[src/rtl/mem_port_arbiter_pkg.sv]
// rtl/mem_port_arbiter_pkg.sv - shared types and default widths for the memory port arbiter
package cpu_pkg;

    typedef enum logic [1:0] {
        IDLE  = 2'd0,
        ISSUE = 2'd1,
        WAIT  = 2'd2
    } arb_state_t;

    typedef enum logic {
        OWN_IF = 1'b0,
        OWN_DM = 1'b1
    } arb_owner_t;

    localparam int DEF_ADDR_W       = 32;
    localparam int DEF_DATA_W       = 32;
    localparam int DEF_STARVE_LIMIT = 4;

endpackage

[src/rtl/mem_port_arbiter_if.sv]
// rtl/mem_port_arbiter_if.sv - fetch, data-memory, memory and stall signals of the arbiter
interface mem_port_arbiter_if
    import cpu_pkg::*;
#(
    parameter int ADDR_W = DEF_ADDR_W,
    parameter int DATA_W = DEF_DATA_W
);
    logic              if_req_i;
    logic [ADDR_W-1:0] if_addr_i;
    logic              if_gnt_o;
    logic              if_rvalid_o;
    logic [DATA_W-1:0] if_rdata_o;
    logic              if_flush_i;

    logic              dm_req_i;
    logic              dm_we_i;
    logic [ADDR_W-1:0] dm_addr_i;
    logic [DATA_W-1:0] dm_wdata_i;
    logic              dm_gnt_o;
    logic              dm_done_o;
    logic [DATA_W-1:0] dm_rdata_o;

    logic              mem_req_o;
    logic              mem_we_o;
    logic [ADDR_W-1:0] mem_addr_o;
    logic [DATA_W-1:0] mem_wdata_o;
    logic              mem_ready_i;
    logic              mem_rvalid_i;
    logic [DATA_W-1:0] mem_rdata_i;

    logic              stall_o;

    modport slave (
        input  if_req_i, if_addr_i, if_flush_i,
        input  dm_req_i, dm_we_i, dm_addr_i, dm_wdata_i,
        input  mem_ready_i, mem_rvalid_i, mem_rdata_i,
        output if_gnt_o, if_rvalid_o, if_rdata_o,
        output dm_gnt_o, dm_done_o, dm_rdata_o,
        output mem_req_o, mem_we_o, mem_addr_o, mem_wdata_o,
        output stall_o
    );

    modport master (
        output if_req_i, if_addr_i, if_flush_i,
        output dm_req_i, dm_we_i, dm_addr_i, dm_wdata_i,
        output mem_ready_i, mem_rvalid_i, mem_rdata_i,
        input  if_gnt_o, if_rvalid_o, if_rdata_o,
        input  dm_gnt_o, dm_done_o, dm_rdata_o,
        input  mem_req_o, mem_we_o, mem_addr_o, mem_wdata_o,
        input  stall_o
    );

endinterface

[src/rtl/mem_port_arbiter_starve_counter.sv]
// rtl/mem_port_arbiter_starve_counter.sv - saturating count of conflicts lost by fetch
module starve_counter #(
    parameter int STARVE_LIMIT = 4
) (
    input  logic clk_i,
    input  logic rst_i,
    input  logic inc_i,
    input  logic clr_i,
    output logic at_limit_o
);
    localparam int CNT_W = $clog2(STARVE_LIMIT + 1);

    logic [CNT_W-1:0] cnt_q;

    always_ff @(posedge clk_i or posedge rst_i) begin
        if (rst_i) begin
            cnt_q <= '0;
        end else if (clr_i) begin
            cnt_q <= '0;
        end else if (inc_i && !at_limit_o) begin
            cnt_q <= cnt_q + CNT_W'(1);
        end
    end

    assign at_limit_o = (cnt_q == CNT_W'(STARVE_LIMIT));

endmodule

[src/rtl/mem_port_arbiter.sv]
// rtl/mem_port_arbiter.sv - shares one single-port memory between fetch and data stages
module mem_port_arbiter
    import cpu_pkg::*;
#(
    parameter int ADDR_W       = DEF_ADDR_W,
    parameter int DATA_W       = DEF_DATA_W,
    parameter int STARVE_LIMIT = DEF_STARVE_LIMIT
) (
    input logic               clk_i,
    input logic               rst_i,
    mem_port_arbiter_if.slave bus
);
    arb_state_t        state_q, state_d;
    arb_owner_t        owner_q;
    logic              we_q;
    logic [ADDR_W-1:0] addr_q;
    logic [DATA_W-1:0] wdata_q;
    logic              drop_q;
    logic              if_rvalid_q, dm_done_q;
    logic [DATA_W-1:0] if_rdata_q, dm_rdata_q;

    logic if_win, dm_win, wr_done, rd_done;
    logic at_limit, starve_inc, flush_hit;

    always_ff @(posedge clk_i or posedge rst_i) begin
        if (rst_i) begin
            state_q <= IDLE;
        end else begin
            state_q <= state_d;
        end
    end

    always_comb begin
        state_d = state_q;
        if_win  = 1'b0;
        dm_win  = 1'b0;
        wr_done = 1'b0;
        rd_done = 1'b0;
        case (state_q)
            IDLE: begin
                // Data wins conflicts until fetch has lost STARVE_LIMIT of them in a row.
                if_win = bus.if_req_i & (~bus.dm_req_i | at_limit);
                dm_win = bus.dm_req_i & ~if_win;
                if (if_win | dm_win) begin
                    state_d = ISSUE;
                end
            end
            ISSUE: begin
                if (bus.mem_ready_i) begin
                    if (we_q) begin
                        state_d = IDLE;
                        wr_done = 1'b1;
                    end else begin
                        state_d = WAIT;
                    end
                end
            end
            WAIT: begin
                if (bus.mem_rvalid_i) begin
                    state_d = IDLE;
                    rd_done = 1'b1;
                end
            end
            default: state_d = IDLE;
        endcase
    end

    assign starve_inc = (state_q == IDLE) & bus.if_req_i & bus.dm_req_i & ~if_win;
    assign flush_hit  = (state_q != IDLE) & (owner_q == OWN_IF) & bus.if_flush_i;

    starve_counter #(
        .STARVE_LIMIT(STARVE_LIMIT)
    ) u_starve (
        .clk_i      (clk_i),
        .rst_i      (rst_i),
        .inc_i      (starve_inc),
        .clr_i      (if_win),
        .at_limit_o (at_limit)
    );

    always_ff @(posedge clk_i or posedge rst_i) begin
        if (rst_i) begin
            owner_q     <= OWN_IF;
            we_q        <= 1'b0;
            addr_q      <= '0;
            wdata_q     <= '0;
            drop_q      <= 1'b0;
            if_rvalid_q <= 1'b0;
            dm_done_q   <= 1'b0;
            if_rdata_q  <= '0;
            dm_rdata_q  <= '0;
        end else begin
            if_rvalid_q <= 1'b0;
            dm_done_q   <= 1'b0;
            drop_q      <= (state_d != IDLE) & (drop_q | flush_hit);
            if (if_win | dm_win) begin
                owner_q <= if_win ? OWN_IF : OWN_DM;
                we_q    <= dm_win & bus.dm_we_i;
                addr_q  <= if_win ? bus.if_addr_i : bus.dm_addr_i;
                wdata_q <= dm_win ? bus.dm_wdata_i : '0;
            end
            if (wr_done) begin
                dm_done_q <= 1'b1;
            end
            if (rd_done) begin
                if (owner_q == OWN_DM) begin
                    dm_done_q  <= 1'b1;
                    dm_rdata_q <= bus.mem_rdata_i;
                end else if (!(drop_q | bus.if_flush_i)) begin
                    // A flush on the same cycle as the data return still discards it.
                    if_rvalid_q <= 1'b1;
                    if_rdata_q  <= bus.mem_rdata_i;
                end
            end
        end
    end

    // Grants and stall are combinational, so hold them low while reset is asserted.
    assign bus.if_gnt_o    = if_win & ~rst_i;
    assign bus.dm_gnt_o    = dm_win & ~rst_i;
    assign bus.if_rvalid_o = if_rvalid_q;
    assign bus.if_rdata_o  = if_rdata_q;
    assign bus.dm_done_o   = dm_done_q;
    assign bus.dm_rdata_o  = dm_rdata_q;
    assign bus.mem_req_o   = (state_q == ISSUE);
    assign bus.mem_we_o    = we_q;
    assign bus.mem_addr_o  = addr_q;
    assign bus.mem_wdata_o = wdata_q;
    assign bus.stall_o     = ~rst_i & ((bus.if_req_i & ~if_win) | (bus.dm_req_i & ~dm_win)
                                       | (state_q != IDLE));

endmodule
[src/flat_wrapper.sv]
// flat-port wrapper written by rule: the top's interface ports become plain ports
module mem_port_arbiter_flat import cpu_pkg::*;
#(
    parameter int ADDR_W       = DEF_ADDR_W,
    parameter int DATA_W       = DEF_DATA_W,
    parameter int STARVE_LIMIT = DEF_STARVE_LIMIT
)
  (clk_i, rst_i, bus_if_req_i, bus_if_addr_i, bus_if_flush_i, bus_dm_req_i, bus_dm_we_i, bus_dm_addr_i, bus_dm_wdata_i, bus_mem_ready_i, bus_mem_rvalid_i, bus_mem_rdata_i, bus_if_gnt_o, bus_if_rvalid_o, bus_if_rdata_o, bus_dm_gnt_o, bus_dm_done_o, bus_dm_rdata_o, bus_mem_req_o, bus_mem_we_o, bus_mem_addr_o, bus_mem_wdata_o, bus_stall_o);
  mem_port_arbiter_if #(.ADDR_W(ADDR_W), .DATA_W(DATA_W)) bus_i ();
  input logic clk_i;
  input logic rst_i;
  input wire logic [$bits(bus_i.if_req_i)-1:0] bus_if_req_i;
  input wire logic [$bits(bus_i.if_addr_i)-1:0] bus_if_addr_i;
  input wire logic [$bits(bus_i.if_flush_i)-1:0] bus_if_flush_i;
  input wire logic [$bits(bus_i.dm_req_i)-1:0] bus_dm_req_i;
  input wire logic [$bits(bus_i.dm_we_i)-1:0] bus_dm_we_i;
  input wire logic [$bits(bus_i.dm_addr_i)-1:0] bus_dm_addr_i;
  input wire logic [$bits(bus_i.dm_wdata_i)-1:0] bus_dm_wdata_i;
  input wire logic [$bits(bus_i.mem_ready_i)-1:0] bus_mem_ready_i;
  input wire logic [$bits(bus_i.mem_rvalid_i)-1:0] bus_mem_rvalid_i;
  input wire logic [$bits(bus_i.mem_rdata_i)-1:0] bus_mem_rdata_i;
  output wire logic [$bits(bus_i.if_gnt_o)-1:0] bus_if_gnt_o;
  output wire logic [$bits(bus_i.if_rvalid_o)-1:0] bus_if_rvalid_o;
  output wire logic [$bits(bus_i.if_rdata_o)-1:0] bus_if_rdata_o;
  output wire logic [$bits(bus_i.dm_gnt_o)-1:0] bus_dm_gnt_o;
  output wire logic [$bits(bus_i.dm_done_o)-1:0] bus_dm_done_o;
  output wire logic [$bits(bus_i.dm_rdata_o)-1:0] bus_dm_rdata_o;
  output wire logic [$bits(bus_i.mem_req_o)-1:0] bus_mem_req_o;
  output wire logic [$bits(bus_i.mem_we_o)-1:0] bus_mem_we_o;
  output wire logic [$bits(bus_i.mem_addr_o)-1:0] bus_mem_addr_o;
  output wire logic [$bits(bus_i.mem_wdata_o)-1:0] bus_mem_wdata_o;
  output wire logic [$bits(bus_i.stall_o)-1:0] bus_stall_o;
  assign bus_i.if_req_i = bus_if_req_i;
  assign bus_i.if_addr_i = bus_if_addr_i;
  assign bus_i.if_flush_i = bus_if_flush_i;
  assign bus_i.dm_req_i = bus_dm_req_i;
  assign bus_i.dm_we_i = bus_dm_we_i;
  assign bus_i.dm_addr_i = bus_dm_addr_i;
  assign bus_i.dm_wdata_i = bus_dm_wdata_i;
  assign bus_i.mem_ready_i = bus_mem_ready_i;
  assign bus_i.mem_rvalid_i = bus_mem_rvalid_i;
  assign bus_i.mem_rdata_i = bus_mem_rdata_i;
  assign bus_if_gnt_o = bus_i.if_gnt_o;
  assign bus_if_rvalid_o = bus_i.if_rvalid_o;
  assign bus_if_rdata_o = bus_i.if_rdata_o;
  assign bus_dm_gnt_o = bus_i.dm_gnt_o;
  assign bus_dm_done_o = bus_i.dm_done_o;
  assign bus_dm_rdata_o = bus_i.dm_rdata_o;
  assign bus_mem_req_o = bus_i.mem_req_o;
  assign bus_mem_we_o = bus_i.mem_we_o;
  assign bus_mem_addr_o = bus_i.mem_addr_o;
  assign bus_mem_wdata_o = bus_i.mem_wdata_o;
  assign bus_stall_o = bus_i.stall_o;
  mem_port_arbiter #(.ADDR_W(ADDR_W), .DATA_W(DATA_W), .STARVE_LIMIT(STARVE_LIMIT)) u_core (.clk_i(clk_i), .rst_i(rst_i), .bus(bus_i));
endmodule
[config.mk]
export PLATFORM = sky130hd
export DESIGN_NAME = mem_port_arbiter_flat
export DESIGN_NICKNAME = d
export VERILOG_FILES = /design/src/rtl/mem_port_arbiter_pkg.sv /design/src/rtl/mem_port_arbiter_if.sv /design/src/rtl/mem_port_arbiter_starve_counter.sv /design/src/rtl/mem_port_arbiter.sv /design/src/flat_wrapper.sv
export SDC_FILE = /design/constraint.sdc
export NUM_CORES = 1
export LEC_CHECK = 0
export BUFFER_PORTS_ARGS = -buffer_cell sky130_fd_sc_hd__buf_4
export CAP_MARGIN = 40
export CELL_PAD_IN_SITES_DETAIL_PLACEMENT = 0
export CELL_PAD_IN_SITES_GLOBAL_PLACEMENT = 2
export CORE_MARGIN = 3
export CORE_UTILIZATION = 26
export CTS_CLUSTER_DIAMETER = 80
export DETAILED_ROUTE_END_ITERATION = 10
export GPL_TIMING_DRIVEN = 0
export PLACE_DENSITY_LB_ADDON = 0.1
export REMOVE_ABC_BUFFERS = 1
export SYNTH_ARGS = -nofsm -noshare
export SYNTH_HDL_FRONTEND = slang
export SYNTH_HIERARCHICAL = 1
export SYNTH_SLANG_ARGS = --single-unit
[constraint.sdc]
create_clock -name clk_i -period 4.6 [get_ports clk_i]
set_clock_uncertainty 0.15 [all_clocks]
set_input_delay 0.69 -clock clk_i [delete_from_list [all_inputs] [get_ports clk_i]]
set_output_delay 0.69 -clock clk_i [all_outputs]
set_load 0.02 [all_outputs]
Word-level counts from Yosys, hierarchy flattened. Index checks and enable logic that the tools add are counted.

Bits in latches: 0. Input port bits: 136. Word-level logic and storage cells: 74. Memories: 0. Output and inout port bits: 135. Memory bits (writable): 0. Memory bits (read-only): 0. Register bits: 138.

Divide/modulo/power cells: 0. Bitwise operators: 28. Shift operators: 0. Add/subtract/negate cells: 1. Reductions and logical operators: 8. Order comparisons: 0. Muxes and demuxes: 23. Multiply operators: 0. Equal/unequal tests: 3.

Operators by type and width (number): 2-to-1 mux 32 bit (2); AND 1 bit (14); 2-to-1 mux 1 bit (14); 2-to-1 mux 2 bit (4); inverter 1 bit (7); bitwise OR 1 bit (7); 2-to-1 mux 3 bit (2); case mux 2 bit (3 select lines) (1); nonzero test 2 bit (3); adder 3 x 1 -> 3 bit, second input constant (1); == test 3 bit, second input constant (1); AND reduction 3 bit (1); == test 2 x 1 -> 1 bit, second input constant (1); == test 2 bit, second input constant (1); logical NOT 2 bit (1); AND reduction 2 bit (1); logical AND 1 bit (1); logical NOT 1 bit (1).

Longest topological paths before layout.
Word-level depth: 11. Mapped depth: 9. Gate-level depth less buffers: 8.

Modules after synthesis. Netlist, hierarchy kept.

Modules (own cells, without submodules): mem_port_arbiter (cells an instance 433, area each 5652.9 sq um, instances 1, seq. area each 3378.2 sq um); starve_counter (cells an instance 19, area each 196.4 sq um, instances 1, seq. area each 75.1 sq um).

Worst setup path after synthesis. No wires, ideal clock.

Path type: input -> output. Start point: input rst_i. End point: output bus_dm_gnt_o. Arrival: 3990 ps. Path buffers: 0. Required time: 3760 ps. Stages on the path: 2. Setup slack: -230 ps. Path through: inv_1 and2_1.

Cells in the longest elaborated chain, start to end: 2.

Ends and longest elaborated chain: start, declared (line flat_wrapper.sv:11) `input logic rst_i;`; inverter 1 bit (line mem_port_arbiter.sv:120) `assign bus.dm_gnt_o = dm_win & ~rst_i;`; AND 1 bit (line mem_port_arbiter.sv:120); end, declared (line flat_wrapper.sv:25) `output wire logic [$bits(bus_i.dm_gnt_o)-1:0] bus_dm_gnt_o;`.

Every way passes these cells.

Worst setup path in the final report.
Start point: register u_core.state_q[1]. End point: output bus_dm_gnt_o.

Cells in the longest elaborated chain, start to end: 3.

Ends and longest elaborated chain: start, declared (line mem_port_arbiter.sv:13) `arb_state_t state_q, state_d;`; start signal, assigned (line mem_port_arbiter.sv:29) `state_q <= state_d;`; logical NOT 2 bit (line mem_port_arbiter.sv:39) `case (state_q)`; 2-to-1 mux 1 bit (line mem_port_arbiter.sv:39); AND 1 bit (line mem_port_arbiter.sv:120).

Every way passes these cells.

==> impl_metrics.csv <==
group,metric,value,unit
power_and_ir_drop,peakVddDrop,0.259,mV
critical_path,end_kind,"output pin",
global_routing,gr-total-overflow,0,
critical_path,critPathBufInv,3,
layout,final_nets,848,
sta,fin_ws,1.03,ns
critical_path,crit_family,"simple AND/OR/NAND/NOR gates",
placed_design,gp_congestion,0.754,
cts,cts-resized-gates,0,
synthesis,synth_top_cell_area_share,0.590,
critical_path,cp-start-kind,"register",
run,maxCapViolations,0,
floorplanning,start_util,0.266,
routing,drc_errors,0,
critical_path,crit_cells,6,
critical_path,crit_path_max_fanout,25,
synthesis,yosysSeqAreaShare,0.590,
sta,rsz0062_at_grt,"false",
placed_design,hpwlAfterDp,12600,microns
cts,cts_buffer_depth,2,
outcome,outcome,"complete, no violations",
synthesis,yosysWarningCount,6,
floorplanning,fp.dieH,156,microns
synthesis,avgSynthCellArea,12.9,sq um
synthesis,synth.distinct_cells,39,
routing,wl_per_cell,18.1,microns
sta,setup-violations-final,0,
power_and_ir_drop,swShare,0.381,
global_routing,grt_pass1_wl,28100,microns
power_and_ir_drop,comb_power_share,0.451,
routing,num_vias,4613,
layout,syn_to_final_growth,50.2,%
sta,slew_violations,0,
cts,cts_max_level,4,
sta,final_hold_viol_count,0,
cts,tritoncts,"done",
critical_path,cp.required,3.76,ns
layout,design_area,8780,sq um
floorplanning,die_w,156,microns
global_routing,grt_max_degree,70,
power_and_ir_drop,finalPower,6.25,mW
global_routing,antenna_found_initial,0,
critical_path,crit_arrival,2.73,ns
routing,drt-initial-drc-count,149,
sta,whs,0.0401,ns
critical_path,crit_type,"register to output pin",
synthesis,synth_area_leaders,"dfrtp_1 59%, mux2_4 7.7%, mux2_2 6.7%",
power_and_ir_drop,clkPwrFrac,0.214,
power_and_ir_drop,cellPowerDensity,711,nW/um^2
global_routing,grtUsageTotal,0.147,
sta,worstMarginPinSlew,0.800,ns
cts,postCtsSetupBuffers,0,
synthesis,synth_area_leader_cell,"dfrtp_1",
placed_design,placed_area,8210,sq um
sta,max_slew_margin,0.467,
cts,clk_pin_slew,0.06,ns
worst_hold_path,min-delay-path-class,"input port to asynchronous set/reset pin",
synthesis,syn_inst,452,
placed_design,portBuffers,270,
sta,fin_crit_sh,0.775,
layout,fin_util,0.400,
layout,fillers,2154,
cts,root_buffer,"clkbuf_16",
critical_path,r2r_cells,8,
cts,cts_hold_buf,0,
layout,layout-drive-gt1-share,0.535,
power_and_ir_drop,power_frac_seq,0.334,
power_and_ir_drop,switching_power,2.38,mW
routing,ant_nets,0,
critical_path,cp_slowest_cell,"and3_1",
floorplanning,core,22000,sq um
power_and_ir_drop,internal_power,3.87,mW
global_routing,grt_pass1_vias,4994,
critical_path,crit_chain,"nor2_4 > buf_16 > and3_1 > buf_16 > and2_1 > buf_4",
floorplanning,num_io_pins,271,
routing,viasPerCell,4.60,
critical_path,crit_top_cell,"buf_16",
floorplanning,fp-row-count,54,
floorplanning,die-area,24300,sq um
sta,clock.fmax,280,MHz
routing,routed_wl,18200,microns
power_and_ir_drop,p_leak,4.33,nW
placed_design,place_ws,1.46,ns
sta,min_period,3.57,ns
synthesis,syn_area,5850,sq um
cts,cts_made_buffers,17,
critical_path,slowest_delay,0.67,ns
layout,antenna_cells,0,
synthesis,ys_ff_latch,138,
routing,first_pass_iters,4,
cts,clock_latency,0.41,ns
cts,clock-sinks,138,
-- layout by cell type, fill, tap and decap left out, types with 2 or more instances in the layout --
cell type and instances:
mux2_4 30, a31oi_1 29, clkbuf_16 17, a31oi_2 3, nor3_1 2, nand3_1 33, nand2_1 3, inv_6 6
buf_4 270, buf_8 3, nor2_1 2, o21ai_0 33, and2_1 2, a22o_1 33, a21oi_1 34, clkinvlp_4 3
mux2_2 35, dfrtp_1 138, inv_1 8, buf_16 5, clkinv_4 2, nand2b_1 4, ha_1 2
-- cells by family (layout without fill, tap and decap cells) --
logic type | Yosys count | in the layout | synth area share
AND/OR/NAND/NOR | 60 | 60 | 0.0618
AO/OA/AOI/OAI | 137 | 137 | 0.152
multiplexers | 66 | 66 | 0.146
flip-flops | 138 | 138 | 0.590
buffers and inverters | 49 | 320 | 0.0458
adder cells (fa/ha/maj) | 2 | 2 | 0.00428
-- per-layer routing --
| metal | track usage | routed length [microns] |
|---|---|---|
| met1 | 0.180 | 7520 |
| met2 | 0.237 | 8710 |
| met3 | 0.0655 | 1740 |
| met4 | 0.0412 | 185 |
| met5 | 0 | 0 |
-- power by group through the flow --
| stage | registers (mW) | clock network, mW | logic, mW |
|---|---|---|---|
| global route | 2.16 | 1.45 | 3.01 |
| finish | 2.09 | 1.34 | 2.82 |
| CTS | 2.09 | 1.39 | 2.87 |
| global placement | 2.08 | 0 | 2.78 |
| detailed placement | 2.10 | 0 | 2.87 |
| floorplan | 2.70 | 0 | 0.909 |
-- state kept, by name (all words and copies together), names as in the netlist --
name and count:
u_core/bus.if_rvalid_o 1, u_core/bus.if_rdata_o 32, u_core/u_starve/cnt_q 3, u_core/bus.dm_done_o 1, u_core/bus.mem_wdata_o 32, u_core/bus.mem_addr_o 32, u_core/bus.dm_rdata_o 32, u_core/state_q 2
u_core/owner_q 1, u_core/bus.mem_we_o 1, u_core/drop_q 1
-- metrics by stage --
step / std cells / TNS, ns
global placement: 962 / -245.01
floorplan: 412 / -0.230
CTS: 1003 / 0
global route: 1003 / 0
detailed placement: 971 / 0
finish: 1003 / 0
-- cell type report --
class | instances | area (sq um) | share of cell area
Clock inverter | 13 | 130 | 0.0148
Timing Repair Buffer | 279 | 2230 | 0.254
Sequential cell | 138 | 3450 | 0.393
Clock buffer | 19 | 443 | 0.0504
Inverter | 9 | 38.8 | 0.00442
Tap cell | 280 | 350 | 0.0399
Multi-Input combinational cell | 265 | 2140 | 0.243
-- synth_stat cells --
| master | count |
|---|---|
| a211oi_1 | 1 |
| a21boi_2 | 1 |
| a21o_1 | 1 |
| a21oi_1 | 34 |
| a22o_1 | 33 |
| a31oi_1 | 29 |
| a31oi_2 | 3 |
| and2_1 | 2 |
| and2_4 | 1 |
| and2b_1 | 1 |
| and3_1 | 1 |
| and4b_1 | 1 |
| buf_2 | 15 |
| buf_4 | 1 |
| buf_6 | 8 |
| clkbuf_1 | 15 |
| clkbuf_2 | 1 |
| dfrtp_1 | 138 |
| ha_1 | 2 |
| inv_1 | 9 |
| mux2_2 | 35 |
| mux2_4 | 30 |
| mux2i_1 | 1 |
| nand2_1 | 3 |
| nand2_2 | 1 |
| nand2b_1 | 5 |
| nand3_1 | 33 |
| nand4b_2 | 1 |
| nand4b_4 | 1 |
| nor2_1 | 3 |
| nor2b_1 | 1 |
| nor3_1 | 2 |
| nor3_4 | 1 |
| nor3b_1 | 1 |
| nor4_1 | 1 |
| o21ai_0 | 33 |
| o22a_1 | 1 |
| o32ai_1 | 1 |
| or2_1 | 1 |
-- worst paths after layout --
check,startpoint,end,slack [ns]
setup / recovery,u_core/state_q[1],bus_dm_gnt_o,1.03
hold / removal,rst_i,u_core/u_starve/cnt_q[1],0.04
setup reg to reg,u_core/u_starve/cnt_q[0],u_core/u_starve/cnt_q[0],1.94
hold reg to reg,u_core/bus.dm_rdata_o[3],u_core/bus.dm_rdata_o[3],0.35
max in group asynchronous,rst_i,u_core/bus.mem_wdata_o[24],3.30
min in group clk_i,bus_dm_wdata_i[16],u_core/bus.mem_wdata_o[16],0.34
-- worst reg2reg max path, cell delays in order, from the launching register on --
cell	delay, ns
dfrtp_1	0.41
inv_1	0.07
ha_1	0.20
and2_1	0.20
nand2b_2	0.66
nand3_1	0.31
inv_1	0.21
nor2b_1	0.07
mux2_4	0.26
Note: power is estimated with default switching activity, not from simulation.
